--- config.mk ---
export PLATFORM = sky130hd
export DESIGN_NAME = interp_out_stage
export DESIGN_NICKNAME = d
export VERILOG_FILES = /design/src/rtl/interp_pkg.sv /design/src/rtl/sync_fifo_2w1r.sv /design/src/rtl/interp_out_stage.sv
export SDC_FILE = /design/constraint.sdc
export NUM_CORES = 1
export LEC_CHECK = 0
export ABC_CLOCK_PERIOD_IN_PS = 2300
export BUFFER_PORTS_ARGS = -buffer_cell sky130_fd_sc_hd__buf_2
export CAP_MARGIN = 20
export CORE_MARGIN = 5
export CORE_UTILIZATION = 45
export CTS_CLUSTER_DIAMETER = 60
export CTS_CLUSTER_SIZE = 10
export DETAILED_ROUTE_END_ITERATION = 10
export PLACE_DENSITY_LB_ADDON = 0.25
export SYNTH_ARGS = -nofsm -noshare
export SYNTH_HDL_FRONTEND = slang
export SYNTH_SLANG_ARGS = --single-unit
--- constraint.sdc ---
create_clock -name clk -period 2.3 [get_ports clk]
set_input_delay 0.115 -clock clk [delete_from_list [all_inputs] [get_ports clk]]
set_output_delay 0.115 -clock clk [all_outputs]
set_load 0.02 [all_outputs]
--- src/rtl/interp_pkg.sv ---
// -----------------------------------------------------------------------------
// interp_pkg
// Shared definitions for the interpolator output stage.
//   - Default widths and shift (sample, coefficient, output shift, FIFO depth).
//   - acc_width(): accumulator width derived from sample and coefficient widths.
//   - round_narrow(): round-half-up arithmetic shift of a sign-extended
//     difference. When INTERP_OUT_SAT_EN is defined it also clamps the result
//     to the signed sample range and reports whether it clamped.
// Optional feature macro: INTERP_OUT_SAT_EN
// -----------------------------------------------------------------------------
package interp_pkg;

  localparam int SAMPLE_SIZE_DEF = 16;
  localparam int COEFF_SIZE_DEF  = 16;
  localparam int OUT_SHIFT_DEF   = 15;
  localparam int FIFO_DEPTH_DEF  = 4;

  // Working width for rounding; wide enough for any ACC_SIZE+1 up to 63 bits.
  localparam int RN_W = 64;

  typedef struct packed {
    logic signed [RN_W-1:0] val;
    logic                   sat;
  } rn_t;

  function automatic int acc_width(input int sample_size, input int coeff_size);
    return sample_size + coeff_size;
  endfunction

  // The caller sign-extends d, so the add cannot overflow the working width.
  function automatic rn_t round_narrow(input logic signed [RN_W-1:0] d,
                                       input int                     shift,
                                       input int                     sample_size);
    logic signed [RN_W-1:0] r;
    rn_t                    res;
    r       = (d + (64'sd1 <<< (shift - 1))) >>> shift;
    res.val = r;
    res.sat = 1'b0;
`ifdef INTERP_OUT_SAT_EN
    begin
      logic signed [RN_W-1:0] hi;
      logic signed [RN_W-1:0] lo;
      hi = (64'sd1 <<< (sample_size - 1)) - 64'sd1;
      lo = -hi - 64'sd1;
      if (r > hi) begin
        res.val = hi;
        res.sat = 1'b1;
      end else if (r < lo) begin
        res.val = lo;
        res.sat = 1'b1;
      end else begin
        res.val = r;
        res.sat = 1'b0;
      end
    end
`else
    if (sample_size < 1) begin
      res.sat = 1'b0;
    end else begin
      res.sat = 1'b0;
    end
`endif
    return res;
  endfunction

endpackage

--- src/rtl/sync_fifo_2w1r.sv ---
// -----------------------------------------------------------------------------
// sync_fifo_2w1r
// FIFO with a two-entry write port and a one-entry read port.
//   clk, nrst      : clock, asynchronous active-low reset
//   clr_i          : synchronous clear (pointers, count and memory to zero)
//   push_i         : write wdata0_i at wr_ptr and wdata1_i at wr_ptr+1
//   wdata0_i/1_i   : the two entries written by one push
//   pop_i          : remove the head entry (caller guarantees count_o != 0)
//   rdata_o        : head entry, read straight from memory
//   count_o        : number of entries held
// The caller guarantees room for two entries whenever push_i is high.
// -----------------------------------------------------------------------------
module sync_fifo_2w1r #(
  parameter int WIDTH = 16,
  parameter int DEPTH = 4
) (
  input  logic                       clk,
  input  logic                       nrst,
  input  logic                       clr_i,
  input  logic                       push_i,
  input  logic [WIDTH-1:0]           wdata0_i,
  input  logic [WIDTH-1:0]           wdata1_i,
  input  logic                       pop_i,
  output logic [WIDTH-1:0]           rdata_o,
  output logic [$clog2(DEPTH):0]     count_o
);

  localparam int AW = $clog2(DEPTH);
  localparam int CW = AW + 1;

  logic [WIDTH-1:0] mem_q [DEPTH];
  logic [AW-1:0]    wr_ptr_q;
  logic [AW-1:0]    rd_ptr_q;
  logic [CW-1:0]    count_q;
  logic [CW-1:0]    count_d;

  // Occupancy after this cycle's push (+2) and pop (-1).
  always_comb begin
    count_d = count_q;
    if (push_i && pop_i) begin
      count_d = count_q + CW'(1);
    end else if (push_i) begin
      count_d = count_q + CW'(2);
    end else if (pop_i) begin
      count_d = count_q - CW'(1);
    end else begin
      count_d = count_q;
    end
  end

  // Storage, pointers and count; pointers wrap naturally at DEPTH.
  always_ff @(posedge clk or negedge nrst) begin
    if (!nrst) begin
      wr_ptr_q <= '0;
      rd_ptr_q <= '0;
      count_q  <= '0;
      for (int i = 0; i < DEPTH; i++) mem_q[i] <= '0;
    end else if (clr_i) begin
      wr_ptr_q <= '0;
      rd_ptr_q <= '0;
      count_q  <= '0;
      for (int i = 0; i < DEPTH; i++) mem_q[i] <= '0;
    end else begin
      if (push_i) begin
        mem_q[wr_ptr_q]          <= wdata0_i;
        mem_q[wr_ptr_q + AW'(1)] <= wdata1_i;
        wr_ptr_q                 <= wr_ptr_q + AW'(2);
      end
      if (pop_i) begin
        rd_ptr_q <= rd_ptr_q + AW'(1);
      end
      count_q <= count_d;
    end
  end

  assign rdata_o = mem_q[rd_ptr_q];
  assign count_o = count_q;

endmodule

--- src/rtl/interp_out_stage.sv ---
// -----------------------------------------------------------------------------
// interp_out_stage
// Output stage of the polyphase interpolator. Each accepted accumulator pair is
// differenced against the previous accepted pair (the MAC never clears), then
// rounded, narrowed and queued phase A first, phase B second.
//   clk, nrst  : clock, asynchronous active-low reset
//   soft_clr   : synchronous clear, same as reset except err_drop is kept
//   acc_valid  : strobe, acc_a/acc_b hold this sample's final sums
//   acc_a/b    : phase accumulators, signed, ACC_SIZE bits
//   acc_ready  : a pair can be accepted this cycle
//   m_valid/m_ready/m_data : output stream, SAMPLE_SIZE bits signed
//   err_drop   : sticky, a strobe arrived while acc_ready was low
//   sat_cnt    : saturation event count (only with INTERP_OUT_SAT_EN)
// Optional feature macro: INTERP_OUT_SAT_EN (clamp instead of wrap, sat_cnt)
// -----------------------------------------------------------------------------
module interp_out_stage
  import interp_pkg::*;
#(
  parameter  int SAMPLE_SIZE = SAMPLE_SIZE_DEF,
  parameter  int COEFF_SIZE  = COEFF_SIZE_DEF,
  parameter  int OUT_SHIFT   = OUT_SHIFT_DEF,
  parameter  int FIFO_DEPTH  = FIFO_DEPTH_DEF,
  localparam int ACC_SIZE    = acc_width(SAMPLE_SIZE, COEFF_SIZE)
) (
  input  logic                   clk,
  input  logic                   nrst,
  input  logic                   soft_clr,
  input  logic                   acc_valid,
  input  logic [ACC_SIZE-1:0]    acc_a,
  input  logic [ACC_SIZE-1:0]    acc_b,
  output logic                   acc_ready,
  output logic                   m_valid,
  input  logic                   m_ready,
  output logic [SAMPLE_SIZE-1:0] m_data,
  output logic                   err_drop
`ifdef INTERP_OUT_SAT_EN
  ,output logic [15:0]           sat_cnt
`endif
);

  localparam int CNT_W = $clog2(FIFO_DEPTH) + 1;

  logic [ACC_SIZE-1:0] prev_a_q, prev_a_d;
  logic [ACC_SIZE-1:0] prev_b_q, prev_b_d;
  logic [ACC_SIZE-1:0] d_a_q, d_a_d;
  logic [ACC_SIZE-1:0] d_b_q, d_b_d;
  logic                s1_valid_q, s1_valid_d;
  logic                err_drop_q, err_drop_d;
  logic                accept_s, drop_s, pop_s;
  logic [CNT_W-1:0]    count_s;
  logic [CNT_W:0]      used_s;
  rn_t                 rn_a_s, rn_b_s;
  logic                unused_s;

  assign accept_s = acc_valid && acc_ready && !soft_clr;
  assign drop_s   = acc_valid && !acc_ready && !soft_clr;

  // Room check counts the in-flight pair that stage 2 has not written yet.
  assign used_s    = {1'b0, count_s} + (s1_valid_q ? (CNT_W+1)'(2) : (CNT_W+1)'(0));
  assign acc_ready = (used_s <= (CNT_W+1)'(FIFO_DEPTH - 2));
  assign m_valid   = (count_s != '0);
  assign pop_s     = m_valid && m_ready;
  assign err_drop  = err_drop_q;

  // Stage-1 next state: modulo difference against the last accepted pair.
  always_comb begin
    prev_a_d   = prev_a_q;
    prev_b_d   = prev_b_q;
    d_a_d      = d_a_q;
    d_b_d      = d_b_q;
    s1_valid_d = 1'b0;
    if (accept_s) begin
      d_a_d      = acc_a - prev_a_q;
      d_b_d      = acc_b - prev_b_q;
      prev_a_d   = acc_a;
      prev_b_d   = acc_b;
      s1_valid_d = 1'b1;
    end else begin
      s1_valid_d = 1'b0;
    end
  end

  // Sticky drop flag next state.
  always_comb begin
    err_drop_d = err_drop_q;
    if (drop_s) begin
      err_drop_d = 1'b1;
    end else begin
      err_drop_d = err_drop_q;
    end
  end

  // Stage-1 registers.
  always_ff @(posedge clk or negedge nrst) begin
    if (!nrst) begin
      prev_a_q   <= '0;
      prev_b_q   <= '0;
      d_a_q      <= '0;
      d_b_q      <= '0;
      s1_valid_q <= 1'b0;
    end else if (soft_clr) begin
      prev_a_q   <= '0;
      prev_b_q   <= '0;
      d_a_q      <= '0;
      d_b_q      <= '0;
      s1_valid_q <= 1'b0;
    end else begin
      prev_a_q   <= prev_a_d;
      prev_b_q   <= prev_b_d;
      d_a_q      <= d_a_d;
      d_b_q      <= d_b_d;
      s1_valid_q <= s1_valid_d;
    end
  end

  // Drop flag register; survives soft_clr.
  always_ff @(posedge clk or negedge nrst) begin
    if (!nrst) begin
      err_drop_q <= 1'b0;
    end else begin
      err_drop_q <= err_drop_d;
    end
  end

  // Stage 2: round both differences (sign-extended) on their way into the FIFO.
  assign rn_a_s = round_narrow({{(RN_W-ACC_SIZE){d_a_q[ACC_SIZE-1]}}, d_a_q}, OUT_SHIFT, SAMPLE_SIZE);
  assign rn_b_s = round_narrow({{(RN_W-ACC_SIZE){d_b_q[ACC_SIZE-1]}}, d_b_q}, OUT_SHIFT, SAMPLE_SIZE);
  assign unused_s = ^{rn_a_s.val[RN_W-1:SAMPLE_SIZE], rn_b_s.val[RN_W-1:SAMPLE_SIZE],
                      rn_a_s.sat, rn_b_s.sat};

  sync_fifo_2w1r #(
    .WIDTH (SAMPLE_SIZE),
    .DEPTH (FIFO_DEPTH)
  ) u_fifo (
    .clk      (clk),
    .nrst     (nrst),
    .clr_i    (soft_clr),
    .push_i   (s1_valid_q),
    .wdata0_i (rn_a_s.val[SAMPLE_SIZE-1:0]),
    .wdata1_i (rn_b_s.val[SAMPLE_SIZE-1:0]),
    .pop_i    (pop_s),
    .rdata_o  (m_data),
    .count_o  (count_s)
  );

`ifdef INTERP_OUT_SAT_EN
  logic [15:0] sat_cnt_q, sat_cnt_d;
  logic [16:0] sat_sum_s;

  assign sat_sum_s = {1'b0, sat_cnt_q} + {16'd0, rn_a_s.sat} + {16'd0, rn_b_s.sat};
  assign sat_cnt   = sat_cnt_q;

  // Saturation counter next state, stuck at all-ones once full.
  always_comb begin
    sat_cnt_d = sat_cnt_q;
    if (s1_valid_q) begin
      sat_cnt_d = sat_sum_s[16] ? 16'hFFFF : sat_sum_s[15:0];
    end else begin
      sat_cnt_d = sat_cnt_q;
    end
  end

  // Saturation counter register.
  always_ff @(posedge clk or negedge nrst) begin
    if (!nrst) begin
      sat_cnt_q <= 16'd0;
    end else if (soft_clr) begin
      sat_cnt_q <= 16'd0;
    end else begin
      sat_cnt_q <= sat_cnt_d;
    end
  end
`endif

endmodule
After elaboration in Yosys (flattened, before gate mapping)

Cells that the tools add are included.

Bits of input ports: 69
Output and inout port bits: 19
Logic and storage cells: 78
Register bits: 197

Reductions and logical operators: 15
Order comparisons: 6
Muxes and demuxes: 30
Add/subtract/negate cells: 11
Bitwise operators: 3

Operator list:

| cell                     | number |
|---|---|
| $mux W31                 | 8 |
| $bwmux W64               | 2 |
| $mux W64                 | 2 |
| $demux W16 S2            | 2 |
| $mux W16                 | 4 |
| $add A31 B16 Y31 const B | 2 |
| $sub A31 B31 Y31         | 2 |
| $bmux W16 S2             | 1 |
| $mux W3                  | 4 |
| $mux W2                  | 5 |
| $ge A3 B3 Y1 const B     | 3 |
| $not A2 Y3               | 3 |
| $logic_and A1 B1 Y1      | 8 |
| $lt A3 B1 Y1 const B     | 2 |
| $reduce_bool A2 Y1       | 3 |
| $add A2 B1 Y2 const B    | 2 |
| $add A3 B2 Y4            | 1 |
| $le A4 B2 Y1 const B     | 1 |
| $reduce_bool A4 Y1       | 1 |
| $add A3 B1 Y3 const B    | 1 |
| $add A3 B2 Y3 const B    | 1 |
| $reduce_bool A3 Y1       | 1 |
| $sub A3 B1 Y3 const B    | 1 |
| $add A2 B2 Y2 const B    | 1 |
| 2 further kinds          | 4 |

Logic depth before layout (Yosys ltp)

Depth in word-level cells: 9
Depth in mapped cells: 12
Mapped depth without buffers: 12

Modules after synthesis

From an unflattened synthesis, not the netlist that was laid out.

Cells, all modules: 885
Area total of the unflattened synthesis: 9536.6 um^2

Modules (own cells, without submodules):

| module           | area each (um^2) | cells each | instances | sequential area each (um^2) |
|---|---|---|---|---|
| interp_out_stage | 6547.5           | 686        | 1         | 2452.4 |
| sync_fifo_2w1r   | 2989.1           | 199        | 1         | 1751.7 |

Worst setup path before layout

OpenSTA, ideal clock, no wires.

Path type: flip-flop to flip-flop
Start: register u_fifo.count_q[1] (netlist: u_fifo.count_o[1])
End: register prev_b_q[10]
Stages on the path, launching flop included: 8
Arrival: 2.632 ns
Path slack: -0.398 ns
Library setup time: 0.066 ns
Path buffers: 2
Clock period less this slack: 2.698 ns
Data required time: 2.234 ns
Cells stage by stage: dfrtp_1 ha_1 a211oi_1 nand3b_1 inv_1 clkbuf_1 buf_1 a22o_1

Word-level cells in the longest chain between the ends: 5

Ends and longest elaborated chain:

| element                             | RTL line                | RTL |
|---|---|---|
| start, declared                     | sync_fifo_2w1r.sv:34    | `logic [CW-1:0] count_q;` |
| start signal, assigned              | sync_fifo_2w1r.sv:72    | `count_q <= count_d;` |
| $add A3 B2 Y4                       | interp_out_stage.sv:59  | `assign used_s = {1'b0, count_s} + (s1_valid_q ? (CNT_W+1)'(2) : (CNT_W+1)'(0));` |
| $le A4 B2 Y1                        | interp_out_stage.sv:60  | `assign acc_ready = (used_s <= (CNT_W+1)'(FIFO_DEPTH - 2));` |
| net acc_ready                       | interp_out_stage.sv:31  | `output logic acc_ready,` |
| $logic_and A1 B1 Y1 (2 in series)   | interp_out_stage.sv:55  | `assign accept_s = acc_valid && acc_ready && !soft_clr;` |
| $reduce_bool A2 Y1 (no source line) | --                      |  |
| end signal, assigned                | interp_out_stage.sv:109 | `prev_b_q <= prev_b_d;` |
| end, declared                       | interp_out_stage.sv:44  | `logic [ACC_SIZE-1:0] prev_b_q, prev_b_d;` |

The timed path passes the listed nets, and every way through them passes these cells.
A chain may end at the register's enable or synchronous reset.

Final worst setup path

Start: register prev_b_q[10]
End: register d_b_q[28]

Word-level cells in the longest chain between the ends: 3

Ends and longest elaborated chain:

| element              | RTL line                | RTL |
|---|---|---|
| $sub A31 B31 Y31     | interp_out_stage.sv:74  | `d_b_d = acc_b - prev_b_q;` |
| $mux W31             | interp_out_stage.sv:72  | `if (accept_s) begin` |
| $mux W31             | interp_out_stage.sv:101 | `end else if (soft_clr) begin` |
| end signal, assigned | interp_out_stage.sv:99  | `d_b_q <= '0;` |
| end signal, assigned | interp_out_stage.sv:105 | `d_b_q <= '0;` |
| end signal, assigned | interp_out_stage.sv:111 | `d_b_q <= d_b_d;` |
| end, declared        | interp_out_stage.sv:46  | `logic [ACC_SIZE-1:0] d_b_q, d_b_d;` |

No other way between the ends. The select of a mux whose other input is x is not followed.

==> results.yml <==
worst_setup_path:
  critPathLaunchType: "register"
  path_class: "reg2reg"
  critical-path-top-delay-family: "compound AO/OA/AOI/OAI gates"
  critical_path_arrival_ns: 2.95
  crit_buf_inv: 1
  crit_required_ns: 2.64
  crit_top_cell: "a21oi_4"
  slowest_delay_ns: 0.46
  cp-end-kind: "register"
  ff2ff_setup_slack_ns: -0.31
  path_cells: "inv_2 > ha_4 > nand4_1 > a211oi_2 > a21oi_2 > a21oi_4 > a311oi_2 > or4_4 > a21oi_4 > o211ai_1 > and3b_1 > o31ai_2"
  critical_path.max_fanout: 3
  slowest_stage: "or4_4"
logic_synthesis:
  ys_seq_area_share_pct: 46.0
  synthSimpleGateAreaFrac_pct: 10.6
  synthDistinctLibCells: 55
  synth_largest_area_cell: "dfrtp_1"
  ys_ff_latch: 168
  synth_compound_area_share_pct: 19.7
  synth_enable_flop_cells: 0
  syn-cell-area_mm2: 0.00915
  synth_top_family_by_area: "compound AO/OA/AOI/OAI gates"
  syn-instance-count: 910
  synth_area_leaders: "dfrtp_1 (46%), ha_1 (8.8%), a22o_1 (6.3%)"
  synth-async-reset-ratio_pct: 100
  synthXorXnorAreaFrac_pct: 6.51
  synth_area_per_cell_um2: 10.1
  synth.area.mux_share_pct: 3.94
  yosysWarnings: 0
  syn_nets: 1043
  synthAdderAreaFrac_pct: 8.75
  synth_top_area_share_pct: 46.0
  synthFlopType: "dfrtp_1"
global_routing:
  grt_pass1_vias: 7434
  grt_usage_pct: 19.0
  grt_antenna_before_repair: 0
  grt_max_degree: 57
  grt_pass1_wl_um: 36700
  overflow: 0
sta:
  relSlewSlack_pct: 58.4
  min_period_ns: 2.61
  tightest_slew_ns: 0.620
  rsz0062_at_grt: "yes"
  worst_clock_skew_ns: 0.0108
  slew_viol_final: 0
  finalHoldViolCount: 0
  setup_violations: 22
  finalCritPeriodShare_pct: 114
  tns_ns: -4.02
  fin_ws_ns: -0.312
  fmaxAchievable_mhz: 383
place:
  detailed_place_hpwl_um: 14900
  gp_congestion: 0.838
  placed_cells: 1289
  io_buffers: 85
clock_network:
  cts_tree: "yes"
  cts_made_buffers: 17
  clockRootBuffer: "clkbuf_16"
  clock_sinks: 168
  clock_latency_ns: 0.43
  htree_levels: 4
  clk_pin_slew_worst_paths_ns: 0.06
  clock_path_buffers: 2
route:
  finalWirelength_um: 22200
  drc: 0
  vias_per_cell: 5.20
  dr.pass1.iters: 4
  ant_nets: 0
  wl_per_cell_um: 15.9
  drt_iter0_markers: 490
  via_count: 7266
floorplan:
  initial_utilization_pct: 45.5
  dieWidth_um: 153
  ioPinCount: 88
  core-area_mm2: 0.0201
  die_h_um: 153
  fp-row-count: 52
  dieArea_mm2: 0.0233
run:
  maxCapViolations: 0
finish:
  area_growth_pct: 31.2
  layout_common_cells: "dfrtp_1 (168), nand2_1 (124), o21ai_0 (89)"
  layout.nets: 1250
  layout-drive-gt1-share_pct: 24.2
  antenna_cells: 0
  fillers: 1671
  finalNonFillerCells: 1398
  fin_util_pct: 59.7
  final_common_cell: "dfrtp_1"
power:
  powerDensity_mw_per_mm2: 857
  finalPower_uw: 10300
  leakage_uw: 0.00538
  ir_drop_mv: 0.565
status:
  run_status: "finished, violations left"
  failed_checks: "negative setup slack"
hold_path:
  hold_class: "in2reg"
cells by family (layout without fill, tap and decap cells):
group / Yosys count / in the layout
flops: 168 / 168
mux: 16 / 16
compound gates: 267 / 267
fa+ha+maj: 64 / 64
buf+inv: 110 / 328
simple gates: 217 / 217
xor+xnor: 68 / 68
cell type report:
type / count / area [µm²] / area share, %
clock buffers: 26 / 479 / 3.99
clock inverters: 4 / 45.0 / 0.375
inverters: 72 / 270 / 2.25
multi-input cells: 632 / 4950 / 41.3
flip-flops and latches: 168 / 4200 / 35.0
well taps: 270 / 338 / 2.82
repair buffers: 226 / 1710 / 14.2
through the flow:
step                      cell area (µm²)  setup slack (ns)  hold WS [ns]
after global routing                12000            -0.434        0.0519
after CTS                           11800            -0.244        0.0405
after floorplan                      9230            -0.102        -0.181
after global placement              10400            -0.202         0.116
after detailed placement            10400            -0.244         0.113
final                               12000            -0.312        0.0481
cells in the mapped netlist, types with 13 or more instances:
library cell	number
nand3_1	23
a21o_1	17
xor2_1	34
o21ai_1	13
xnor2_1	34
inv_1	72
a22o_1	66
o21ai_0	98
nor2_1	24
nand2_1	125
dfrtp_1	168
ha_1	64
mux4_2	16
a21oi_1	37
clkbuf_1	36
worst register-to-register path, stage by stage (launching register included):
cell	delay, ns
dfrtp_1	0.38
inv_2	0.06
ha_4	0.27
nand4_1	0.11
a211oi_2	0.19
a21oi_2	0.10
a21oi_4	0.16
a311oi_2	0.13
or4_4	0.46
a21oi_4	0.17
o211ai_1	0.14
and3b_1	0.20
o31ai_2	0.16
sequential cells by signal, summed over array words and instances, names as in the netlist:
signal,cells
d_a_q,17
d_b_q,17
err_drop,1
prev_a_q,31
prev_b_q,31
s1_valid_q,1
u_fifo.count_o,3
u_fifo.mem_q,64
u_fifo.rd_ptr_q,2
u_fifo.wr_ptr_q,1
where the power goes:
| part | switching (µW) | internal (µW) |
|---|---|---|
| Clock | 1120 | 1530 |
| Combinational | 1980 | 1760 |
| Sequential | 433 | 3460 |
repair_timing:
action	4_1_cts	5_1_grt
hold endpoints to repair	115	0
pin swaps	31	41
hold buffers	64	0
gates resized for setup	30	37
setup buffers	13	5
endpoints found under the setup margin	22	31
final timing paths:
path	cells after the start	start	endpoint
worst max-delay path	12	prev_b_q[10]	d_b_q[28]
worst min-delay path	2	soft_clr	u_fifo.count_o[2]
worst max register to register	12	prev_b_q[10]	d_b_q[28]
worst min register to register	2	u_fifo.mem_q[49]	u_fifo.mem_q[49]
max in group asynchronous	3	nrst	u_fifo.mem_q[39]
min in group asynchronous	2	nrst	u_fifo.count_o[2]
per-layer routing:
metal / vias up / share of wire, % / track usage (%)
met3: 19 / 2.7 / 3.10
met4: 0 / 1.0 / 4.75
li1: 3632 / - / -
met5: - / 0 / 0
met1: 3523 / 49 / 26.8
met2: 92 / 48 / 30.8
(Power assumes the default switching activity.)
